$ cat src/rtl/m_seq_pkg.sv
// Shared definitions for the 8-bit m-sequence checker: generator polynomial,
// FSM state encoding and the one-step prediction function.
package m_seq_pkg;

  localparam int unsigned LFSR_W = 8;

  // Tap mask over a history word whose bit 0 is the newest bit and bit 7 the
  // oldest: s[n] = s[n-8] ^ s[n-4] ^ s[n-3] ^ s[n-2].
  localparam logic [LFSR_W-1:0] POLY = 8'b10001110;

  typedef enum logic [1:0] {
    HUNT   = 2'd0,
    VERIFY = 2'd1,
    LOCKED = 2'd2
  } state_e;

  // Predicted next bit given the last LFSR_W bits (bit 0 = most recent).
  function automatic logic m_seq_next(input logic [LFSR_W-1:0] history);
    return ^(history & POLY);
  endfunction

endpackage

$ cat src/rtl/m_seq_local_gen.sv
// Local m-sequence generator used as the receive-side reference.
//   sclk, rst_n : clock, asynchronous active-low reset
//   load        : load the generator window from load_val (takes priority)
//   load_val    : last 8 received bits, bit 0 newest
//   adv         : advance the generator by one bit
//   pred        : registered prediction of the next sequence bit
module m_seq_local_gen
  import m_seq_pkg::*;
(
  input  logic              sclk,
  input  logic              rst_n,
  input  logic              load,
  input  logic [LFSR_W-1:0] load_val,
  input  logic              adv,
  output logic              pred
);

  // The 8-bit window is the 7 most recent bits plus the pending prediction;
  // the oldest bit is consumed by the prediction and need not be stored.
  logic [LFSR_W-2:0] win_q;
  logic [LFSR_W-1:0] win_adv_c;

  assign win_adv_c = {win_q, pred};

  // Window and prediction registers.
  always_ff @(posedge sclk or negedge rst_n) begin
    if (!rst_n) begin
      win_q <= '0;
      pred  <= 1'b0;
    end else if (load) begin
      win_q <= load_val[LFSR_W-2:0];
      pred  <= m_seq_next(load_val);
    end else if (adv) begin
      win_q <= win_adv_c[LFSR_W-2:0];
      pred  <= m_seq_next(win_adv_c);
    end
  end

endmodule

$ cat config.mk
export PLATFORM = sky130hd
export DESIGN_NAME = m_seq_local_gen
export DESIGN_NICKNAME = d
export VERILOG_FILES = /design/src/rtl/m_seq_pkg.sv /design/src/rtl/m_seq_local_gen.sv
export SDC_FILE = /design/constraint.sdc
export NUM_CORES = 1
export LEC_CHECK = 0
export CAP_MARGIN = 20
export CORE_AREA = 2 2 39 41
export CTS_CLUSTER_DIAMETER = 120
export DETAILED_ROUTE_END_ITERATION = 16
export DIE_AREA = 0 0 41 43
export GPL_TIMING_DRIVEN = 0
export HOLD_SLACK_MARGIN = 0.12
export REMOVE_ABC_BUFFERS = 1
export SETUP_SLACK_MARGIN = 0.3
export SKIP_CTS_REPAIR_TIMING = 1
export SYNTH_ARGS = -nofsm -noshare
export SYNTH_HDL_FRONTEND = slang
export SYNTH_SLANG_ARGS = --single-unit
$ cat constraint.sdc
create_clock -name sclk -period 1 [get_ports sclk]
set_clock_uncertainty 0.05 [all_clocks]
set_input_delay 0.3 -clock sclk [delete_from_list [all_inputs] [get_ports sclk]]
set_output_delay 0.3 -clock sclk [all_outputs]
set_load 0.02 [all_outputs]
==> impl_metrics.tcl <==
set metrics [dict create \
    status "finished with violations" \
    violations "negative hold slack, negative setup slack" \
    timing.fmax_ghz 0.862 \
    cp_cell_sequence "buf_6" \
    antenna_found_initial 0 \
    fin_nets 69 \
    track_usage 0.114 \
    wirelength_um 848 \
    post-place-ws_ns -0.602 \
    grt_pass1_wl_um 1270 \
    setup_violations 2 \
    htree_levels 1 \
    rsz0062_at_grt "true" \
    clock-sinks 8 \
    crit_fanout 3 \
    route.detailed.drc 0 \
    grt_max_degree 17 \
    via_per_inst 4.77 \
    cp_top_family "flip-flops" \
    hold_viol_final 8 \
    gp_congestion 0.678 \
    cap_violations 0 \
    power.leakage_nw 0.310 \
    crit_slowest_cell "dfrtp_1" \
    cts_inserted_buffers 3 \
    n_fill_cell 151 \
    antenna_cells 0 \
    reg2regPathDepth 4 \
    ir_drop_v 0.000549 \
    num_vias 339 \
    post-route-util 0.431 \
    detail-route-antenna-nets 0 \
    min_period_ns 1.16 \
    grt_pass1_vias 330 \
    tightest_slew_ns 0.381 \
    die_h_um 43 \
    reg2reg_slack_ns -0.08 \
    r2r-start "win_q[2]$_DFFE_PN0P_" \
    firstDrtPassIters 2 \
    finalCritPeriodShare 1.16 \
    cts_tree "yes" \
    layout-drive-gt1-share 0.182 \
    portBuffers 12 \
    timing_worst_setup_path_type "register to output pin" \
    wire_per_inst_um 11.9 \
    holdWs_ns -0.119 \
    avgSynthCellArea_um2 10.4 \
    io_pins 13 \
    worst_ep_arrival_time_ns 0.81 \
    synthCells 40 \
    cp-start-kind "register" \
    die_w_um 41 \
    reg2reg_to "pred$_DFFE_PN0P_" \
    synthesis.area_um2 415 \
    cts_buffer_depth 2 \
    grt.overflow.total 0 \
    floorplan.initialDensity 0.300 \
    syn2layout_area_growth_pct 43.7 \
    yosys.cell_types.count 9 \
    clkTransAtPathRegs_ns 0.06 \
    maxSlewViolCount 0 \
    dp_hpwl_um 553 \
    core_mm2 0.00138 \
    hp-class "input pin to asynchronous set/reset pin" \
    cpPeakStageDelay_ns 0.40 \
    synth-seq-area-share 0.482 \
    synth_warnings 0 \
    max_slew_margin 0.746 \
    insertion_delay_ns 0.26 \
    crit_buf_inv 1 \
    power_density_mw_per_mm2 1530 \
    cp-end-kind "output pin" \
    fp-row-count 14 \
    final_cell_mix "mux2i_1, nand2_1, dfrtp_1" \
    synth_seq_cells 8 \
    root_buffer "clkbuf_4" \
    drtIter0Drc 1 \
    postLayoutSetupSlackWorst_ns -0.160 \
    die_area_mm2 0.00176 \
    critPathRequiredTime_ns 0.65 \
]
flip-flops by register name (all words and copies together) (netlist names):
register / cells
pred: 1
win_q: 7
metal layers:
| layer | wire length, µm | vias to the layer above | GRT usage |
|---|---|---|---|
| met4 | 26 | 0 | 0.0800 |
| met1 | 353 | 157 | 0.109 |
| met3 | 61 | 4 | 0.0628 |
| met5 | 0 | - | 0 |
| li1 | - | 165 | - |
| met2 | 407 | 13 | 0.175 |
report_power, final:
part           switching [mW]  internal (mW)  total (mW)
combinational           0.103          0.148       0.251
sequential             0.0354          0.366       0.401
clock                   0.125          0.138       0.263
total                   0.263          0.652       0.915
how the worst max path moves through the flow:
| stage | startpoint | endpoint | slack, ns | depth (start not counted) |
|---|---|---|---|---|
| finish | pred$_DFFE_PN0P_ | pred | -0.16 | 1 |
| global route | pred$_DFFE_PN0P_ | pred | -0.18 | 1 |
| CTS | pred$_DFFE_PN0P_ | pred | -0.60 | 1 |
| detailed placement | adv | win_q[1]$_DFFE_PN0P_ | -0.60 | 3 |
| global placement | adv | win_q[3]$_DFFE_PN0P_ | -0.59 | 3 |
| floorplan | win_q[2]$_DFFE_PN0P_ | pred$_DFFE_PN0P_ | -0.01 | 4 |
through the flow:
step                hold WS, ns  instances  power (mW)  setup TNS [ns]  instance area [µm²]
detailed placement        0.520         66       0.619           -4.95                  543
floorplan               -0.0456         38       0.513         -0.0130                  403
global placement          0.505         66       0.614           -4.91                  543
CTS                       0.273         69       0.893           -3.07                  566
global route            -0.0919         71       0.960          -0.298                  597
finish                   -0.119         71       0.915          -0.236                  597
cells in the mapped netlist:
master,number,share of area
buf_2,1,0.012
buf_4,1,0.018
dfrtp_1,8,0.48
mux2i_1,8,0.19
nand2_1,8,0.072
o21ai_0,7,0.084
o21ai_1,1,0.012
xnor2_1,4,0.084
xor2_1,2,0.042
kinds of logic after synthesis:
logic type,after synthesis,synth area share
compound gates,8,0.0964
mux,8,0.193
flops,8,0.482
simple gates,8,0.0723
xor+xnor,6,0.127
buf+inv,2,0.0301
cell type report:
| class | instances | area (µm²) | area share |
|---|---|---|---|
| clock buffer | 3 | 22.5 | 0.0377 |
| multi-input combinational | 30 | 218 | 0.365 |
| sequential | 8 | 200 | 0.335 |
| tap | 16 | 20.0 | 0.0335 |
| timing repair buffer | 14 | 136 | 0.229 |
No activity file was read; power rests on OpenSTA's default activity.
